--- src/rtl/unified_mem_arbiter_pkg.sv ---
// Shared definitions for the unified instruction/data memory arbiter.
// Contents: requester (owner) encoding, arbiter FSM state encoding and the
// RISC-V load/store funct3 size codes presented on the memory port.
package unified_mem_arbiter_pkg;

    typedef enum logic {
        OWN_IF = 1'b0,
        OWN_D  = 1'b1
    } owner_e;

    typedef enum logic {
        StIdle   = 1'b0,
        StRdWait = 1'b1
    } state_e;

    localparam logic [2:0] F3_LB  = 3'b000;
    localparam logic [2:0] F3_LH  = 3'b001;
    localparam logic [2:0] F3_LW  = 3'b010;
    localparam logic [2:0] F3_LBU = 3'b100;
    localparam logic [2:0] F3_LHU = 3'b101;
    localparam logic [2:0] F3_SB  = 3'b000;
    localparam logic [2:0] F3_SH  = 3'b001;
    localparam logic [2:0] F3_SW  = 3'b010;

endpackage

--- src/rtl/unified_mem_arbiter_if.sv ---
// Bus bundle around the memory arbiter: fetch request port, data load/store
// port, the single physical memory port and the busy flag.
// Modports:
//   slave  - the arbiter's view (takes requests and mem_rdata, drives
//            grants, read data, mem_* strobes and busy)
//   master - the surrounding pipeline/memory view (the mirror image)
interface unified_mem_arbiter_if #(
    parameter int unsigned AW = 12,
    parameter int unsigned DW = 32
);
    // fetch port
    logic          if_req;
    logic [AW-1:0] if_addr;
    logic          if_gnt;
    logic          if_rvalid;
    logic [DW-1:0] if_rdata;
    // data port
    logic          d_req;
    logic          d_we;
    logic [AW-1:0] d_addr;
    logic [DW-1:0] d_wdata;
    logic [2:0]    d_funct3;
    logic          d_gnt;
    logic          d_rvalid;
    logic [DW-1:0] d_rdata;
    // memory port
    logic          mem_en;
    logic          mem_we;
    logic [AW-1:0] mem_addr;
    logic [DW-1:0] mem_wdata;
    logic [2:0]    mem_funct3;
    logic [DW-1:0] mem_rdata;
    logic          busy;

    modport slave (
        input  if_req, if_addr, d_req, d_we, d_addr, d_wdata, d_funct3, mem_rdata,
        output if_gnt, if_rvalid, if_rdata, d_gnt, d_rvalid, d_rdata,
        output mem_en, mem_we, mem_addr, mem_wdata, mem_funct3, busy
    );

    modport master (
        output if_req, if_addr, d_req, d_we, d_addr, d_wdata, d_funct3, mem_rdata,
        input  if_gnt, if_rvalid, if_rdata, d_gnt, d_rvalid, d_rdata,
        input  mem_en, mem_we, mem_addr, mem_wdata, mem_funct3, busy
    );

endinterface

--- src/rtl/unified_mem_arbiter_mem_prio_picker.sv ---
// Combinational winner selection between the fetch and data requesters.
// Ports:
//   if_req   - fetch request, already qualified by "grant possible"
//   d_req    - data request, already qualified by "grant possible"
//   starved  - fetch has lost STARVE_MAX consecutive cycles
//   pick_if  - fetch wins this cycle
//   pick_d   - data wins this cycle
// At most one of pick_if/pick_d is high.
module mem_prio_picker (
    input  logic if_req,
    input  logic d_req,
    input  logic starved,
    output logic pick_if,
    output logic pick_d
);

    always_comb begin
        // Data normally wins; a starved fetch overrides it.
        pick_d  = d_req && !(starved && if_req);
        pick_if = if_req && !pick_d;
    end

endmodule

--- src/rtl/unified_mem_arbiter.sv ---
// Arbiter for the single unified instruction/data memory. Grants one of the
// fetch or data requesters per cycle, drives the memory port combinationally
// in the grant cycle, tracks the one outstanding read and returns its data as
// a one-cycle rvalid pulse to the requester that issued it.
// Ports:
//   clk  - core clock
//   rst  - synchronous active-high reset
//   bus  - request/grant/read-data and memory port bundle (slave view)
module unified_mem_arbiter
    import unified_mem_arbiter_pkg::*;
#(
    parameter int unsigned AW         = 12,
    parameter int unsigned DW         = 32,
    parameter int unsigned RD_LAT     = 1,
    parameter int unsigned STARVE_MAX = 4
) (
    input  logic                  clk,
    input  logic                  rst,
    unified_mem_arbiter_if.slave  bus
);

    localparam int unsigned LW = (RD_LAT < 2) ? 1 : $clog2(RD_LAT + 1);
    localparam int unsigned SW = (STARVE_MAX < 2) ? 1 : $clog2(STARVE_MAX + 1);
    localparam logic [LW-1:0] LAT_LAST   = LW'(RD_LAT - 1);
    localparam logic [SW-1:0] STARVE_TOP = SW'(STARVE_MAX);

    state_e        state_q, state_d;
    owner_e        owner_q, owner_d;
    logic [LW-1:0] lat_q, lat_d;
    logic [SW-1:0] starve_q, starve_d;

    logic rd_done;
    logic gnt_ok;
    logic starved;
    logic pick_if;
    logic pick_d;
    logic new_read;

    // Completion cycle of the outstanding read; a new grant may overlap it.
    assign rd_done  = (state_q == StRdWait) && (lat_q == LAT_LAST) && !rst;
    assign gnt_ok   = !rst && ((state_q == StIdle) || rd_done);
    assign starved  = (starve_q == STARVE_TOP);
    assign new_read = pick_if || (pick_d && !bus.d_we);

    mem_prio_picker u_picker (
        .if_req  (bus.if_req && gnt_ok),
        .d_req   (bus.d_req && gnt_ok),
        .starved (starved),
        .pick_if (pick_if),
        .pick_d  (pick_d)
    );

    // Grants, read return and the memory port.
    always_comb begin
        bus.if_gnt     = pick_if;
        bus.d_gnt      = pick_d;
        bus.if_rvalid  = rd_done && (owner_q == OWN_IF);
        bus.d_rvalid   = rd_done && (owner_q == OWN_D);
        bus.if_rdata   = bus.if_rvalid ? bus.mem_rdata : '0;
        bus.d_rdata    = bus.d_rvalid ? bus.mem_rdata : '0;
        bus.busy       = (state_q == StRdWait) && !rst;
        bus.mem_en     = 1'b0;
        bus.mem_we     = 1'b0;
        bus.mem_addr   = '0;
        bus.mem_wdata  = '0;
        bus.mem_funct3 = 3'b000;
        if (pick_d) begin
            bus.mem_en     = 1'b1;
            bus.mem_we     = bus.d_we;
            bus.mem_addr   = bus.d_addr;
            bus.mem_wdata  = bus.d_wdata;
            bus.mem_funct3 = bus.d_funct3;
        end else if (pick_if) begin
            bus.mem_en     = 1'b1;
            bus.mem_addr   = bus.if_addr;
            bus.mem_funct3 = F3_LW;
        end
    end

    // Next-state logic.
    always_comb begin
        state_d  = state_q;
        owner_d  = owner_q;
        lat_d    = lat_q;
        starve_d = starve_q;

        if (state_q == StRdWait) begin
            if (lat_q == LAT_LAST) begin
                state_d = StIdle;
                lat_d   = '0;
            end else begin
                lat_d = lat_q + 1'b1;
            end
        end

        if (new_read) begin
            state_d = StRdWait;
            owner_d = pick_if ? OWN_IF : OWN_D;
            lat_d   = '0;
        end

        // Counts every cycle a fetch waits, including cycles blocked by a read.
        if (!bus.if_req || pick_if) begin
            starve_d = '0;
        end else if (!starved) begin
            starve_d = starve_q + 1'b1;
        end
    end

    always_ff @(posedge clk) begin
        if (rst) begin
            state_q  <= StIdle;
            owner_q  <= OWN_IF;
            lat_q    <= '0;
            starve_q <= '0;
        end else begin
            state_q  <= state_d;
            owner_q  <= owner_d;
            lat_q    <= lat_d;
            starve_q <= starve_d;
        end
    end

endmodule
--- src/flat_wrapper.sv ---
// flat-port wrapper written by rule: the top's interface ports become plain ports
module unified_mem_arbiter_flat import unified_mem_arbiter_pkg::*;
#(
    parameter int unsigned AW         = 12,
    parameter int unsigned DW         = 32,
    parameter int unsigned RD_LAT     = 1,
    parameter int unsigned STARVE_MAX = 4
)
  (clk, rst, bus_if_req, bus_if_addr, bus_d_req, bus_d_we, bus_d_addr, bus_d_wdata, bus_d_funct3, bus_mem_rdata, bus_if_gnt, bus_if_rvalid, bus_if_rdata, bus_d_gnt, bus_d_rvalid, bus_d_rdata, bus_mem_en, bus_mem_we, bus_mem_addr, bus_mem_wdata, bus_mem_funct3, bus_busy);
  unified_mem_arbiter_if #(.AW(AW), .DW(DW)) bus_i ();
  input  logic clk;
  input  logic rst;
  input wire logic [$bits(bus_i.if_req)-1:0] bus_if_req;
  input wire logic [$bits(bus_i.if_addr)-1:0] bus_if_addr;
  input wire logic [$bits(bus_i.d_req)-1:0] bus_d_req;
  input wire logic [$bits(bus_i.d_we)-1:0] bus_d_we;
  input wire logic [$bits(bus_i.d_addr)-1:0] bus_d_addr;
  input wire logic [$bits(bus_i.d_wdata)-1:0] bus_d_wdata;
  input wire logic [$bits(bus_i.d_funct3)-1:0] bus_d_funct3;
  input wire logic [$bits(bus_i.mem_rdata)-1:0] bus_mem_rdata;
  output wire logic [$bits(bus_i.if_gnt)-1:0] bus_if_gnt;
  output wire logic [$bits(bus_i.if_rvalid)-1:0] bus_if_rvalid;
  output wire logic [$bits(bus_i.if_rdata)-1:0] bus_if_rdata;
  output wire logic [$bits(bus_i.d_gnt)-1:0] bus_d_gnt;
  output wire logic [$bits(bus_i.d_rvalid)-1:0] bus_d_rvalid;
  output wire logic [$bits(bus_i.d_rdata)-1:0] bus_d_rdata;
  output wire logic [$bits(bus_i.mem_en)-1:0] bus_mem_en;
  output wire logic [$bits(bus_i.mem_we)-1:0] bus_mem_we;
  output wire logic [$bits(bus_i.mem_addr)-1:0] bus_mem_addr;
  output wire logic [$bits(bus_i.mem_wdata)-1:0] bus_mem_wdata;
  output wire logic [$bits(bus_i.mem_funct3)-1:0] bus_mem_funct3;
  output wire logic [$bits(bus_i.busy)-1:0] bus_busy;
  assign bus_i.if_req = bus_if_req;
  assign bus_i.if_addr = bus_if_addr;
  assign bus_i.d_req = bus_d_req;
  assign bus_i.d_we = bus_d_we;
  assign bus_i.d_addr = bus_d_addr;
  assign bus_i.d_wdata = bus_d_wdata;
  assign bus_i.d_funct3 = bus_d_funct3;
  assign bus_i.mem_rdata = bus_mem_rdata;
  assign bus_if_gnt = bus_i.if_gnt;
  assign bus_if_rvalid = bus_i.if_rvalid;
  assign bus_if_rdata = bus_i.if_rdata;
  assign bus_d_gnt = bus_i.d_gnt;
  assign bus_d_rvalid = bus_i.d_rvalid;
  assign bus_d_rdata = bus_i.d_rdata;
  assign bus_mem_en = bus_i.mem_en;
  assign bus_mem_we = bus_i.mem_we;
  assign bus_mem_addr = bus_i.mem_addr;
  assign bus_mem_wdata = bus_i.mem_wdata;
  assign bus_mem_funct3 = bus_i.mem_funct3;
  assign bus_busy = bus_i.busy;
  unified_mem_arbiter #(.AW(AW), .DW(DW), .RD_LAT(RD_LAT), .STARVE_MAX(STARVE_MAX)) u_core (.clk(clk), .rst(rst), .bus(bus_i));
endmodule
--- config.mk ---
export PLATFORM = sky130hd
export DESIGN_NAME = unified_mem_arbiter_flat
export DESIGN_NICKNAME = d
export VERILOG_FILES = /design/src/rtl/unified_mem_arbiter_pkg.sv /design/src/rtl/unified_mem_arbiter_if.sv /design/src/rtl/unified_mem_arbiter_mem_prio_picker.sv /design/src/rtl/unified_mem_arbiter.sv /design/src/flat_wrapper.sv
export SDC_FILE = /design/constraint.sdc
export NUM_CORES = 1
export LEC_CHECK = 0
export ABC_AREA = 1
export BUFFER_PORTS_ARGS = -buffer_cell sky130_fd_sc_hd__buf_2
export CAP_MARGIN = 20
export CORE_AREA = 2 2 84 86
export DETAILED_ROUTE_END_ITERATION = 16
export DIE_AREA = 0 0 86 88
export SETUP_SLACK_MARGIN = 0.4
export SYNTH_ARGS = -nofsm -noshare
export SYNTH_HDL_FRONTEND = slang
export SYNTH_SLANG_ARGS = --single-unit
--- constraint.sdc ---
create_clock -name clk -period 2.7 [get_ports clk]
set_clock_uncertainty 0.15 [all_clocks]
set_input_delay 0.54 -clock clk [delete_from_list [all_inputs] [get_ports clk]]
set_output_delay 0.54 -clock clk [all_outputs]
set_load 0.03 [all_outputs]
==> out/metrics.yaml <==
status: "completed"
hold_end: "u_core.starve_q[0]"
drv_cap: 0
avgSynthCellArea_um2: 4.42
ctsHtreeMaxLevel: 1
port_buffers: 213
fp-row-count: 30
crit_fanout: 37
critPathCaptureType: "output port"
fmax_mhz: 448
track_usage_pct: 10.5
diodes: 0
synth_top_area_share_pct: 34.8
antenna_found_initial: 0
initial_core_util_pct: 16.9
setup_tns_ns: 0
hp-start: "u_core.starve_q[0]"
rsz0062_at_grt: "yes"
grt_pass1_vias: 1599
die_h_um: 88
syn_nets: 352
ys_seq_area_share_pct: 8.92
async_reset_ff_share_pct: 0
cts_buffer_depth: 2
ys_ff_latch: 5
dp_cells: 538
drtAntennaViolNets: 0
detailed_place_hpwl_um: 4180
synth_cell_types: 16
clkSinkCount: 5
wl_per_cell_um: 9.12
num-fill-cells: 751
grt_max_degree: 38
chipWidth_um: 86
synth_common_cells: "104 x nor2_1, 76 x inv_1, 44 x nand2_1, 7 x buf_2, 5 x dfxtp_1"
grt_pass1_wl_um: 6680
timing.final.crit_share_pct: 82.7
rr_worst_depth: 8
powerDensity_nw_per_um2: 242
hold_path.class: "reg -> reg"
wirelength_um: 4950
fin_hold_ws_ns: 0.266
period_needed_ns: 2.23
r2r_setup_slack_ns: 1.16
setup_viol: 0
synth-edff-count: 0
yosys.cell_count.top_type: "nor2_1"
maxSlewHeadroom_pct: 78.8
syn_inst: 254
min_path_cells: 1
p_leak_uw: 0.00187
ir_drop_mv: 0.185
syn-cell-area_um2: 1120
vias: 2044
firstDrtPassIters: 4
die-area_um2: 7570
drc_errors: 0
grt-ovfl-total: 0
worst_pin_slew_ns: 0.318
critPathLaunchType: "register"
crit_type: "reg -> out"
via_per_inst: 3.76
worstPathArrival_ns: 1.54
finalNonFillerCells: 543
final_hold_viol_count: 0
postPlaceCellArea_um2: 2220
ys_warn_count: 0
r2r_end: "u_core.owner_q"
gp_congestion: 0.681
dr.first_iter.drc_count: 40
slew_violations: 0
r2r_start: "u_core.starve_q[1]"
fin_area_um2: 2320
cts-root-buf: "clkbuf_8"
ctsHoldBuffers: 0
yosysTopAreaCell: "nor2_1"
cts_buffers: 3
area_delta_synth_final_pct: 107
nets: 562
synth.area.top_cells: "nor2_1 35%, inv_1 25%, nand2_1 15%"
cts_tree: "built"
boundaryPins: 214
path_clk_slew_ns: 0.04
core-area_um2: 6640
drive_gt1_share_pct: 49.2
clk_latency_ns: 0.22
synth_flop_cell: "dfxtp_1"
crit_required_ns: 2.01
cell usage in the layout (no fill, tap or decap), types with 2 or more instances in the layout:
cell type,n
buf_2,209
nor2_1,104
inv_1,75
nand2_1,42
clkbuf_4,4
dfxtp_1,4
a21oi_1,3
clkbuf_8,3
nand2_2,2
inv_4,2
nand3_1,2
ha_1,2
buf_4,2
metal layers:
layer	share of wire, %	GRT usage, %
met5	0	0
met1	37	11.1
met2	52	21.6
met4	0.81	2.60
met3	9.6	1.41
timing repair:
action	4_1_cts	5_1_grt
resized for setup	3	12
setup endpoints to repair	47	50
pin swaps	0	1
buffers inserted	0	1
gates cloned	0	0
critical path: stages (launching register included):
cell and delay [ns]:
dfxtp_1 0.31, inv_1 0.06, ha_1 0.17, nand2_2 0.10, o21ai_4 0.20, buf_12 0.21, nor2_1 0.07, buf_2 0.18
metrics by stage:
step	power (uW)	worst slack, ns	utilization [%]
global route	603	0.367	34.9
detailed placement	416	0.457	33.5
global placement	413	0.458	33.5
finish	562	0.468	34.9
floorplan	288	0.359	-
CTS	562	0.408	34.3
final cells by class:
| cell class | instances | area (um^2) | area share [%] |
|---|---|---|---|
| clock buffers | 4 | 45.0 | 1.94 |
| inverters | 77 | 294 | 12.7 |
| multi-input cells | 160 | 658 | 28.4 |
| flip-flops and latches | 5 | 101 | 4.37 |
| well taps | 80 | 100 | 4.31 |
| repair buffers | 217 | 1120 | 48.4 |
cell families after synthesis:
family | after synthesis | share of synthesized area, %
AOI/OAI and AO/OA | 5 | 2.56
DFF | 5 | 8.92
adders and majority gates | 2 | 2.23
and+or+nand+nor | 152 | 52.0
xor gates and xnor gates | 1 | 0.781
buffers and inverters | 89 | 33.6
state kept, by name (all words and copies together) (netlist names):
register	cells
u_core.state_q	1
u_core.starve_q	3
u_core.owner_q	1
worst max path at each step:
stage                             from           endpoint  slack, ns  depth (start not counted)
floorplan                          rst    bus_d_rdata[22]       0.36                          4
detailed placement                 rst    bus_mem_addr[1]       0.46                          7
global route        u_core.starve_q[0]  bus_mem_wdata[24]       0.37                          7
CTS                 u_core.starve_q[0]  bus_mem_wdata[31]       0.41                          7
finish              u_core.starve_q[1]  bus_mem_wdata[31]       0.47                          7
global placement                   rst   bus_if_rdata[25]       0.46                          6
report_power, final:
group	internal (uW)	switching, uW	total, uW
clock network	102	38.8	140
logic	118	225	343
registers	77.1	1.51	78.7
Note: power is estimated with default switching activity, not from simulation.
